**src/rtl/mcpu_pkg.sv**
```systemverilog
// mcpu_pkg: shared constants for the multicycle CPU control path.
// State codes, opcode/funct values, ALU_operation codes and datapath
// mux-select encodings. The JAL state code exists only when M_CTRL_JAL_EN
// is defined.
package mcpu_pkg;

    // FSM state encoding
    typedef logic [3:0] state_t;

    localparam state_t S_IF       = 4'd0;
    localparam state_t S_ID       = 4'd1;
    localparam state_t S_MEM_ADDR = 4'd2;
    localparam state_t S_MEM_RD   = 4'd3;
    localparam state_t S_LW_WB    = 4'd4;
    localparam state_t S_MEM_WR   = 4'd5;
    localparam state_t S_R_EXE    = 4'd6;
    localparam state_t S_R_WB     = 4'd7;
    localparam state_t S_I_EXE    = 4'd8;
    localparam state_t S_I_WB     = 4'd9;
    localparam state_t S_LUI_WB   = 4'd10;
    localparam state_t S_BRANCH   = 4'd11;
    localparam state_t S_JUMP     = 4'd12;
    localparam state_t S_HALT     = 4'd13;
`ifdef M_CTRL_JAL_EN
    localparam state_t S_JAL      = 4'd14;
`endif

    // Opcodes (Inst[31:26])
    localparam logic [5:0] OP_RTYPE = 6'b000000;
    localparam logic [5:0] OP_LW    = 6'b100011;
    localparam logic [5:0] OP_SW    = 6'b101011;
    localparam logic [5:0] OP_BEQ   = 6'b000100;
    localparam logic [5:0] OP_BNE   = 6'b000101;
    localparam logic [5:0] OP_J     = 6'b000010;
    localparam logic [5:0] OP_JAL   = 6'b000011;
    localparam logic [5:0] OP_ADDI  = 6'b001000;
    localparam logic [5:0] OP_ANDI  = 6'b001100;
    localparam logic [5:0] OP_ORI   = 6'b001101;
    localparam logic [5:0] OP_SLTI  = 6'b001010;
    localparam logic [5:0] OP_LUI   = 6'b001111;

    // R-type funct codes (Inst[5:0])
    localparam logic [5:0] F_ADD = 6'b100000;
    localparam logic [5:0] F_SUB = 6'b100010;
    localparam logic [5:0] F_AND = 6'b100100;
    localparam logic [5:0] F_OR  = 6'b100101;
    localparam logic [5:0] F_XOR = 6'b100110;
    localparam logic [5:0] F_NOR = 6'b100111;
    localparam logic [5:0] F_SLT = 6'b101010;
    localparam logic [5:0] F_SRL = 6'b000010;

    // ALU_operation codes
    localparam logic [2:0] ALU_AND = 3'b000;
    localparam logic [2:0] ALU_OR  = 3'b001;
    localparam logic [2:0] ALU_ADD = 3'b010;
    localparam logic [2:0] ALU_XOR = 3'b011;
    localparam logic [2:0] ALU_NOR = 3'b100;
    localparam logic [2:0] ALU_SRL = 3'b101;
    localparam logic [2:0] ALU_SUB = 3'b110;
    localparam logic [2:0] ALU_SLT = 3'b111;

    // RegDst select
    localparam logic [1:0] REGDST_RT = 2'b00;
    localparam logic [1:0] REGDST_RD = 2'b01;
    localparam logic [1:0] REGDST_RA = 2'b10;

    // MemtoReg select
    localparam logic [1:0] M2R_ALU = 2'b00;
    localparam logic [1:0] M2R_MEM = 2'b01;
    localparam logic [1:0] M2R_LUI = 2'b10;
    localparam logic [1:0] M2R_PC  = 2'b11;

    // ALUSrcB select
    localparam logic [1:0] SRCB_REG  = 2'b00;
    localparam logic [1:0] SRCB_FOUR = 2'b01;
    localparam logic [1:0] SRCB_IMM  = 2'b10;
    localparam logic [1:0] SRCB_BOFF = 2'b11;

    // PCSource select
    localparam logic [1:0] PCSRC_ALU    = 2'b00;
    localparam logic [1:0] PCSRC_ALUOUT = 2'b01;
    localparam logic [1:0] PCSRC_JUMP   = 2'b10;

    // States that stall on MIO_ready and therefore feed the wait counter.
    function automatic logic is_wait_state(input state_t s);
        logic w;
        w = (s == S_IF) || (s == S_MEM_RD) || (s == S_MEM_WR) ||
            (s == S_BRANCH) || (s == S_JUMP);
`ifdef M_CTRL_JAL_EN
        // JAL also stalls on the bus, so a hung bus there must time out too.
        w = w || (s == S_JAL);
`endif
        return w;
    endfunction

endpackage

```
**src/rtl/m_ctrl_fsm_alu_dec.sv**
```systemverilog
// m_alu_dec: combinational ALU_operation decode from opcode and funct.
// For R-type it also reports whether the funct is a supported one.
module m_alu_dec
    import mcpu_pkg::*;
(
    input  logic [5:0] opcode_i,
    input  logic [5:0] funct_i,
    output logic [2:0] alu_op_o,
    output logic       funct_legal_o
);

    // Map R-type funct or I-type opcode to the ALU operation
    always_comb begin
        alu_op_o      = ALU_ADD;
        funct_legal_o = 1'b0;
        if (opcode_i == OP_RTYPE) begin
            funct_legal_o = 1'b1;
            case (funct_i)
                F_ADD:   alu_op_o = ALU_ADD;
                F_SUB:   alu_op_o = ALU_SUB;
                F_AND:   alu_op_o = ALU_AND;
                F_OR:    alu_op_o = ALU_OR;
                F_XOR:   alu_op_o = ALU_XOR;
                F_NOR:   alu_op_o = ALU_NOR;
                F_SLT:   alu_op_o = ALU_SLT;
                F_SRL:   alu_op_o = ALU_SRL;
                default: funct_legal_o = 1'b0;
            endcase
        end else begin
            case (opcode_i)
                OP_ANDI: alu_op_o = ALU_AND;
                OP_ORI:  alu_op_o = ALU_OR;
                OP_SLTI: alu_op_o = ALU_SLT;
                default: alu_op_o = ALU_ADD;
            endcase
        end
    end

endmodule

```
**src/rtl/m_ctrl_fsm.sv**
```systemverilog
// m_ctrl_fsm: Moore control FSM for a multicycle MIPS-like datapath.
// Bus waits are counted; reaching BUS_TIMEOUT (non-zero) locks the FSM in
// HALT with bus_err until reset. Optional macro M_CTRL_JAL_EN adds jal.
// Outputs are forced to 0 while reset is low so a reset mid-instruction
// drops every write enable immediately.
module m_ctrl_fsm
    import mcpu_pkg::*;
#(
    parameter int BUS_TIMEOUT = 255
) (
    input  logic        clk,
    input  logic        reset,
    input  logic [31:0] Inst,
    input  logic        zero,
    input  logic        MIO_ready,
    output logic        IorD,
    output logic        IRWrite,
    output logic        RegWrite,
    output logic        ALUSrcA,
    output logic        PCWrite,
    output logic        PCWriteCond,
    output logic        Branch,
    output logic        MemRead,
    output logic        MemWrite,
    output logic [1:0]  RegDst,
    output logic [1:0]  MemtoReg,
    output logic [1:0]  ALUSrcB,
    output logic [1:0]  PCSource,
    output logic [2:0]  ALU_operation,
    output logic        illegal_inst,
    output logic        bus_err,
    output state_t      state_dbg_o
);

    localparam logic [7:0] TIMEOUT_C  = 8'(BUS_TIMEOUT);
    localparam bit         TIMEOUT_EN = (BUS_TIMEOUT != 0);

    state_t     state_q, state_d;
    logic [7:0] wait_cnt_q, wait_cnt_d;
    logic [7:0] wait_cnt_inc;
    logic       stall;
    logic       illegal_d;
    logic [5:0] opcode;
    logic [5:0] funct;
    logic [2:0] dec_alu_op;
    logic       dec_funct_legal;

    // zero is consumed by the datapath (PCWriteCond & zero); the middle
    // instruction bits are not needed for control.
    logic unused_inputs;
    assign unused_inputs = ^{Inst[25:6], zero};

    assign opcode      = Inst[31:26];
    assign funct       = Inst[5:0];
    assign state_dbg_o = state_q;

    m_alu_dec u_alu_dec (
        .opcode_i      (opcode),
        .funct_i       (funct),
        .alu_op_o      (dec_alu_op),
        .funct_legal_o (dec_funct_legal)
    );

    // Saturating increment and stall detection for the bus wait counter
    always_comb begin
        wait_cnt_inc = (wait_cnt_q == 8'hFF) ? 8'hFF : wait_cnt_q + 8'd1;
        stall        = is_wait_state(state_q) && !MIO_ready;
        wait_cnt_d   = stall ? wait_cnt_inc : 8'd0;
    end

    // Next-state logic, including ID decode and bus timeout
    always_comb begin
        state_d   = state_q;
        illegal_d = 1'b0;
        case (state_q)
            S_IF:       if (MIO_ready) state_d = S_ID;
            S_ID: begin
                case (opcode)
                    OP_RTYPE: begin
                        if (dec_funct_legal) state_d = S_R_EXE;
                        else                 illegal_d = 1'b1;
                    end
                    OP_LW, OP_SW:                      state_d = S_MEM_ADDR;
                    OP_BEQ, OP_BNE:                    state_d = S_BRANCH;
                    OP_J:                              state_d = S_JUMP;
`ifdef M_CTRL_JAL_EN
                    OP_JAL:                            state_d = S_JAL;
`endif
                    OP_ADDI, OP_ANDI, OP_ORI, OP_SLTI: state_d = S_I_EXE;
                    OP_LUI:                            state_d = S_LUI_WB;
                    default:                           illegal_d = 1'b1;
                endcase
                if (illegal_d) state_d = S_IF;
            end
            S_MEM_ADDR: state_d = (opcode == OP_SW) ? S_MEM_WR : S_MEM_RD;
            S_MEM_RD:   if (MIO_ready) state_d = S_LW_WB;
            S_LW_WB:    state_d = S_IF;
            S_MEM_WR:   if (MIO_ready) state_d = S_IF;
            S_R_EXE:    state_d = S_R_WB;
            S_R_WB:     state_d = S_IF;
            S_I_EXE:    state_d = S_I_WB;
            S_I_WB:     state_d = S_IF;
            S_LUI_WB:   state_d = S_IF;
            S_BRANCH:   if (MIO_ready) state_d = S_IF;
            S_JUMP:     if (MIO_ready) state_d = S_IF;
`ifdef M_CTRL_JAL_EN
            S_JAL:      if (MIO_ready) state_d = S_IF;
`endif
            S_HALT:     state_d = S_HALT;
            default:    state_d = S_IF;
        endcase
        if (TIMEOUT_EN && stall && (wait_cnt_inc == TIMEOUT_C)) begin
            state_d = S_HALT;
        end
    end

    // State and wait counter registers with asynchronous active-low reset
    always_ff @(posedge clk or negedge reset) begin
        if (!reset) begin
            state_q    <= S_IF;
            wait_cnt_q <= 8'd0;
        end else begin
            state_q    <= state_d;
            wait_cnt_q <= wait_cnt_d;
        end
    end

    // Moore output decode, all zero while reset is held
    always_comb begin
        IorD          = 1'b0;
        IRWrite       = 1'b0;
        RegWrite      = 1'b0;
        ALUSrcA       = 1'b0;
        PCWrite       = 1'b0;
        PCWriteCond   = 1'b0;
        Branch        = 1'b0;
        MemRead       = 1'b0;
        MemWrite      = 1'b0;
        RegDst        = REGDST_RT;
        MemtoReg      = M2R_ALU;
        ALUSrcB       = SRCB_REG;
        PCSource      = PCSRC_ALU;
        ALU_operation = ALU_AND;
        illegal_inst  = 1'b0;
        bus_err       = 1'b0;
        if (reset) begin
            case (state_q)
                S_IF: begin
                    MemRead       = 1'b1;
                    IRWrite       = 1'b1;
                    ALUSrcB       = SRCB_FOUR;
                    ALU_operation = ALU_ADD;
                    PCSource      = PCSRC_ALU;
                    PCWrite       = 1'b1;
                end
                S_ID: begin
                    ALUSrcB       = SRCB_BOFF;
                    ALU_operation = ALU_ADD;
                    illegal_inst  = illegal_d;
                end
                S_MEM_ADDR: begin
                    ALUSrcA       = 1'b1;
                    ALUSrcB       = SRCB_IMM;
                    ALU_operation = ALU_ADD;
                end
                S_MEM_RD: begin
                    ALUSrcA       = 1'b1;
                    ALUSrcB       = SRCB_IMM;
                    ALU_operation = ALU_ADD;
                    IorD          = 1'b1;
                    MemRead       = 1'b1;
                end
                S_LW_WB: begin
                    RegDst   = REGDST_RT;
                    MemtoReg = M2R_MEM;
                    RegWrite = 1'b1;
                end
                S_MEM_WR: begin
                    ALUSrcA       = 1'b1;
                    ALUSrcB       = SRCB_IMM;
                    ALU_operation = ALU_ADD;
                    IorD          = 1'b1;
                    MemWrite      = 1'b1;
                end
                S_R_EXE: begin
                    ALUSrcA       = 1'b1;
                    ALUSrcB       = SRCB_REG;
                    ALU_operation = dec_alu_op;
                end
                S_R_WB: begin
                    RegDst   = REGDST_RD;
                    MemtoReg = M2R_ALU;
                    RegWrite = 1'b1;
                end
                S_I_EXE: begin
                    ALUSrcA       = 1'b1;
                    ALUSrcB       = SRCB_IMM;
                    ALU_operation = dec_alu_op;
                end
                S_I_WB: begin
                    RegDst   = REGDST_RT;
                    MemtoReg = M2R_ALU;
                    RegWrite = 1'b1;
                end
                S_LUI_WB: begin
                    RegDst   = REGDST_RT;
                    MemtoReg = M2R_LUI;
                    RegWrite = 1'b1;
                end
                S_BRANCH: begin
                    ALUSrcA       = 1'b1;
                    ALUSrcB       = SRCB_REG;
                    ALU_operation = ALU_SUB;
                    PCWriteCond   = 1'b1;
                    PCSource      = PCSRC_ALUOUT;
                    Branch        = (opcode == OP_BEQ);
                end
                S_JUMP: begin
                    PCSource = PCSRC_JUMP;
                    PCWrite  = 1'b1;
                end
`ifdef M_CTRL_JAL_EN
                S_JAL: begin
                    PCSource = PCSRC_JUMP;
                    PCWrite  = 1'b1;
                    RegDst   = REGDST_RA;
                    MemtoReg = M2R_PC;
                    RegWrite = 1'b1;
                end
`endif
                S_HALT: begin
                    bus_err = 1'b1;
                end
                default: begin
                    bus_err = 1'b0;
                end
            endcase
        end
    end

endmodule

```
**config.mk**
```make
export PLATFORM = sky130hd
export DESIGN_NAME = m_ctrl_fsm
export DESIGN_NICKNAME = d
export VERILOG_FILES = /design/src/rtl/mcpu_pkg.sv /design/src/rtl/m_ctrl_fsm_alu_dec.sv /design/src/rtl/m_ctrl_fsm.sv
export SDC_FILE = /design/constraint.sdc
export NUM_CORES = 1
export LEC_CHECK = 0
export ABC_AREA = 1
export BUFFER_PORTS_ARGS = -buffer_cell sky130_fd_sc_hd__buf_2
export CORE_UTILIZATION = 47
export CTS_CLUSTER_SIZE = 24
export DETAILED_ROUTE_END_ITERATION = 12
export MAX_ROUTING_LAYER = met4
export PLACE_DENSITY = 0.86
export SLEW_MARGIN = 25
export SYNTH_ARGS = -nofsm -noshare
export SYNTH_HDL_FRONTEND = slang
export SYNTH_SLANG_ARGS = --single-unit
```
**constraint.sdc**
```tcl
create_clock -name clk -period 2 [get_ports clk]
set_input_delay 0.4 -clock clk [delete_from_list [all_inputs] [get_ports clk]]
set_output_delay 0.4 -clock clk [all_outputs]
set_load 0.1 [all_outputs]
```
==> results of run 1 <==
## kinds of logic after synthesis
group / Yosys count / synth area share, %
other: 1 / 0.2700
DFF: 12 / 21.62
xor gates and xnor gates: 3 / 1.892
and+or+nand+nor: 127 / 46.04
buffers and inverters: 42 / 12.79
adders and majority gates: 1 / 0.9008
AOI/OAI and AO/OA: 33 / 16.49
## metrics by stage
stage / hold slack (ns) / TNS, ns / setup slack, ns / cells
3_3_place_gp: 0.3621 / -0.2153 / -0.09280 / 323
2_1_floorplan: 0.1044 / -4.535 / -0.5255 / 219
3_5_place_dp: 0.3737 / -0.4856 / -0.1878 / 323
==> results by group, run 1 <==
Logic synthesis
  • Post-synth top area cell: dfrtp_1
  • Flops & latches, synth: 12
  • Asr flop ratio synth: 100.0%
  • Yosys warnings: 0
  • Syn_nets: ~260
  • Synth cell types: 43
  • Synthesized area per cell: roughly 6.3 um2
  • Commonest cells in the netlist: nand2_1 (39), nor2_1 (34), inv_1 (30)
  • Post-synthesis instance total: roughly 220
  • Syn Std Cell Area: 1389 um2
  • Area contributors post-synth: dfrtp_1 (22%), nand2_1 (11%), nor2_1 (9.2%)
  • EDFF count, synth: 0
  • Top-count cell post-synth: nand2_1
  • Sequential area share after synthesis: a little over a fifth
  • Synth Flop Type: dfrtp_1
  • Top cell type's share of synthesized area: between 20 and 25%

Clock tree
  • Root buffer cell: clkbuf_4
  • CTS Buf Count: 3
  • Clk buf depth: 2
  • Total clock sinks: 12
  • Postcts setup bufs: 17
  • PostCTS Resize Cnt: 40
  • Hold_buf cts: 0
  • Htree depth: 1

Run status
  • Fail Step: clock tree synthesis
  • Error: [ERROR DPL-0033] detailed placement checks failed during check placement.
  • Outcome: aborted with a tool error

Floorplanning
  • Rows: 19
  • Die W: ~56 um
  • I/O pin count: 62
  • Die H: approximately 56 um
  • Starting density of the core: between 40 and 50%

Place
  • Hpwl dp: around 4300 um
  • Port Buffers: 39
  • Placer Congestion: 0.9502
  • Placed Area: 2426 um2
==> run 2, diff against run 1 <==
--- a/config.mk
+++ b/config.mk
@@ -7,11 +7,10 @@
 export LEC_CHECK = 0
 export ABC_AREA = 1
 export BUFFER_PORTS_ARGS = -buffer_cell sky130_fd_sc_hd__buf_2
-export CORE_UTILIZATION = 47
-export CTS_CLUSTER_SIZE = 24
+export CORE_AREA = 2 2 63 65
 export DETAILED_ROUTE_END_ITERATION = 12
-export MAX_ROUTING_LAYER = met4
-export PLACE_DENSITY = 0.86
+export DIE_AREA = 0 0 65 67
+export PLACE_DENSITY_LB_ADDON = 0.15
 export SLEW_MARGIN = 25
 export SYNTH_ARGS = -nofsm -noshare
 export SYNTH_HDL_FRONTEND = slang
==> run 2 against run 1 <==
  * Synthesized cell count unchanged
  * The flow now finishes, with violations (setup timing)
  * Area after synthesis unchanged
==> results by group, run 2 <==
Run status
  • Outcome: finished, violations left
  • Violated checks: setup timing

Logic synthesis
  • Syn_nets: 256 (unchanged)
  • Post-synthesis instance total: 219 (unchanged)
  • Synth Flop Type: dfrtp_1
  • EDFF count, synth: 0 (unchanged)
  • Syn Std Cell Area: 1389 um2 (unchanged)
  • Top cell type's share of synthesized area: 21.62% (unchanged)
  • Top-count cell post-synth: nand2_1
  • Synthesized area per cell: 6.342 um2 (unchanged)
  • Sequential area share after synthesis: 21.62% (unchanged)
  • Yosys warnings: 0 (unchanged)
  • Synth cell types: 43 (unchanged)
  • Post-synth top area cell: dfrtp_1
  • Area contributors post-synth: dfrtp_1 (22%), nand2_1 (11%), nor2_1 (9.2%)
  • Flops & latches, synth: 12 (unchanged)
  • Asr flop ratio synth: 100.0% (unchanged)
  • Commonest cells in the netlist: nand2_1 (39), nor2_1 (34), inv_1 (30)

Setup path
  • CP max FO: 4
  • CP Cell Sequence: nor2_4 > inv_2 > nor2_2 > inv_2 > nand2_4 > inv_4 > a211oi_4 > nor2_2 > a31oi_4 > buf_12
  • Worst path bufs/invs: 4
  • Crit-path leading delay family: flip-flops
  • CP required: 1.60 ns
  • Endpoint class of the critical path: primary output
  • CP max stage cell: dfrtp_4
  • Crit-path max cell delay: ~0.50 ns
  • WS Path Type: reg -> out
  • Crit start category: flop
  • CP arrival: between 1.5 and 2 ns

Place
  • Pre-CTS setup slack: -0.1069 ns (+0.08092 ns)
  • Port Buffers: 39 (unchanged)
  • Placer Congestion: 0.8248 (-13%)
  • Hpwl dp: 3441 um (-21%)

Final layout
  • Ant diodes: 0
  • Most frequent cells in the layout: buf_4 (48), nand2_1 (35), inv_1 (26)
  • Max reg flops: 8
  • Post-layout util: approximately four fifths
  • Final #Nets: between 300 and 400
  • Synthesis-to-layout area growth: 104.6%
  • Share of layout cells above drive strength 1: a little under three fifths
  • Largest Register: wait_cnt_q
  • Most common cell after layout, fill and taps aside: buf_4

GRT
  • Maximum number of pins on one net before global-route repair: 14
  • First-pass GRT wire length: between 7000 and 8000 um
  • Vias in the first global route: between 1500 and 2000
  • GRT overflow: 0
  • Initial antenna violation count: 0
  • GRT Overall Usage: a little under a quarter

Clock tree
  • Root buffer cell: clkbuf_8
  • CTS Buf Count: 3 (unchanged)
  • Clk slew on worst S/H paths: ~0.050 ns
  • TritonCTS clock tree: built
  • Clk buf depth: 2 (unchanged)
  • Htree depth: 1 (unchanged)
  • Total clock sinks: 12 (unchanged)
  • Skew-Pair Late Insertion Delay: 0.24 ns

Pwr
  • Cell Pwr Density: 1300 nW/um2
  • Peak VDD IR: between 0.7 and 0.8 mV
  • P_leak: 1.371 nW
  • Sequential Power Share: between 10% and 20%
  • Design Power: approximately 0.0037 W
  • Internal power: roughly 0.0016 W
  • Gate power share: approximately 83%
  • Sw Share: 57.14%
  • Clock power share: 7.0%
  • Switch Pwr: about 0.0021 W

Routing
  • Detail Route Antenna Nets: 0
  • Routed len/inst: roughly 14 um
  • Vias: between 1500 and 2000
  • Final wirelength: 5022 um
  • Initial DRC count: 80
  • Drt pass-1 iters: 4
  • Via density per instance: between 5 and 6
  • DRC: 0

Floorplanning
  • Core Area: roughly 3600 um2
  • Starting density of the core: 38.51% (-11 points)
  • Rows: 22 (+3)
  • Die footprint: between 4000 and 5000 um2
  • Die W: 65 um (+15%)
  • Die H: 67 um (+19%)
  • I/O pin count: 62 (unchanged)

Timing
  • Setup-failing EPs final: 10
  • Fmax: between 0.4 and 0.5 GHz
  • Post-route minimum period: between 2 and 2.5 ns
  • RSZ-0062 raised after global routing: true
  • Clk_skew: 0.001762 ns
  • Tcrit/Tclk final: 112.4%
  • Setup WS post-layout: -0.2483 ns
  • Final hold vios: 0
  • Final Slew Violations: 0

Run
  • MaxCap Viol Count: 0

Min path
  • Path category of the worst min-delay check: in -> async
[run 2: cell counts after synthesis]
Identical to the previous run, type by type.
[run 2: power groups by stage]
stage,sequential (W),clock [W],combinational (W)
after floorplan,0.000615,0,0.00147
after global placement,0.000380,0,0.00250
after detailed placement,0.000381,0,0.00253
after CTS,0.000369,0.000267,0.00290
after global routing,0.000385,0.000274,0.00319
final,0.000377,0.000259,0.00306
[run 2: final cells by class]
cell class / instances / area [um2]
Tap cell: 48 / 60.06
Inverter: 38 / 156.4
Clock buffer: 4 / 55.05
Sequential cell: 12 / 315.3
Timing Repair Buffer: 95 / 973.4
Multi-Input combinational cell: 165 / 1281
Fill cell: 222 / 764.5
[run 2: metrics by stage]
step           TNS (ns)  hold slack (ns)  std cells  cell area (um2)
2_1_floorplan    -4.535           0.1044        219             1638
3_3_place_gp    -0.1478           0.3659        338             2445
3_5_place_dp    -0.2484           0.3674        338             2445
4_1_cts          -1.193           0.1078        359             2768
5_1_grt          -1.911           0.1440        362             2841
6_report         -1.167           0.1223        362             2841
[run 2: metal layers]
layer,up-vias,wire length (um),GRT usage (%)
li1,902,-,-
met1,845,1992,26.11
met2,66,2707,44.33
met3,12,226,3.885
met4,0,95,7.979
met5,-,0,0
[run 2: kinds of logic after synthesis]
group / count (synthesis) / share of synthesized area, %
buffers and inverters: 42 / 12.79
xor gates and xnor gates: 3 / 1.892
and+or+nand+nor: 127 / 46.04
adders and majority gates: 1 / 0.9008
DFF: 12 / 21.62
other: 1 / 0.2700
AOI/OAI and AO/OA: 33 / 16.49
[run 2: path summary, 6_finish.rpt]
kind | start | endpoint | slack (ns) | depth (start not counted)
worst min-delay path | reset | wait_cnt_q[3]$_DFF_PN0_ | 0.12 | 2
worst max-delay path | state_dbg_o[1]$_DFFE_PN0P_ | ALU_operation[0] | -0.25 | 10
worst min register to register | wait_cnt_q[0]$_DFF_PN0_ | wait_cnt_q[0]$_DFF_PN0_ | 0.51 | 1
max in group asynchronous | reset | state_dbg_o[0]$_DFFE_PN0P_ | 1.70 | 2
min in group clk | wait_cnt_q[0]$_DFF_PN0_ | wait_cnt_q[0]$_DFF_PN0_ | 0.51 | 1
worst max register to register | state_dbg_o[2]$_DFFE_PN0P_ | state_dbg_o[1]$_DFFE_PN0P_ | 0.13 | 13
[run 2: worst reg2reg max path, delay by kind of cell, from the launching register on]
| family | cells | cell delay, ns |
|---|---|---|
| flip-flops | 1 | 0.51 |
| buffers and inverters | 4 | 0.52 |
| AND/OR/NAND/NOR | 9 | 0.71 |
[run 2: what timing repair did]
item | CTS | global route
endpoints found under the hold margin | 0 | 0
gates resized for setup | 33 | 14
setup endpoints to repair | 14 | 19
pin swaps | 16 | 15
setup buffers | 17 | 6
hold buffers | 0 | 0
Note: power is estimated with default switching activity, not from simulation.
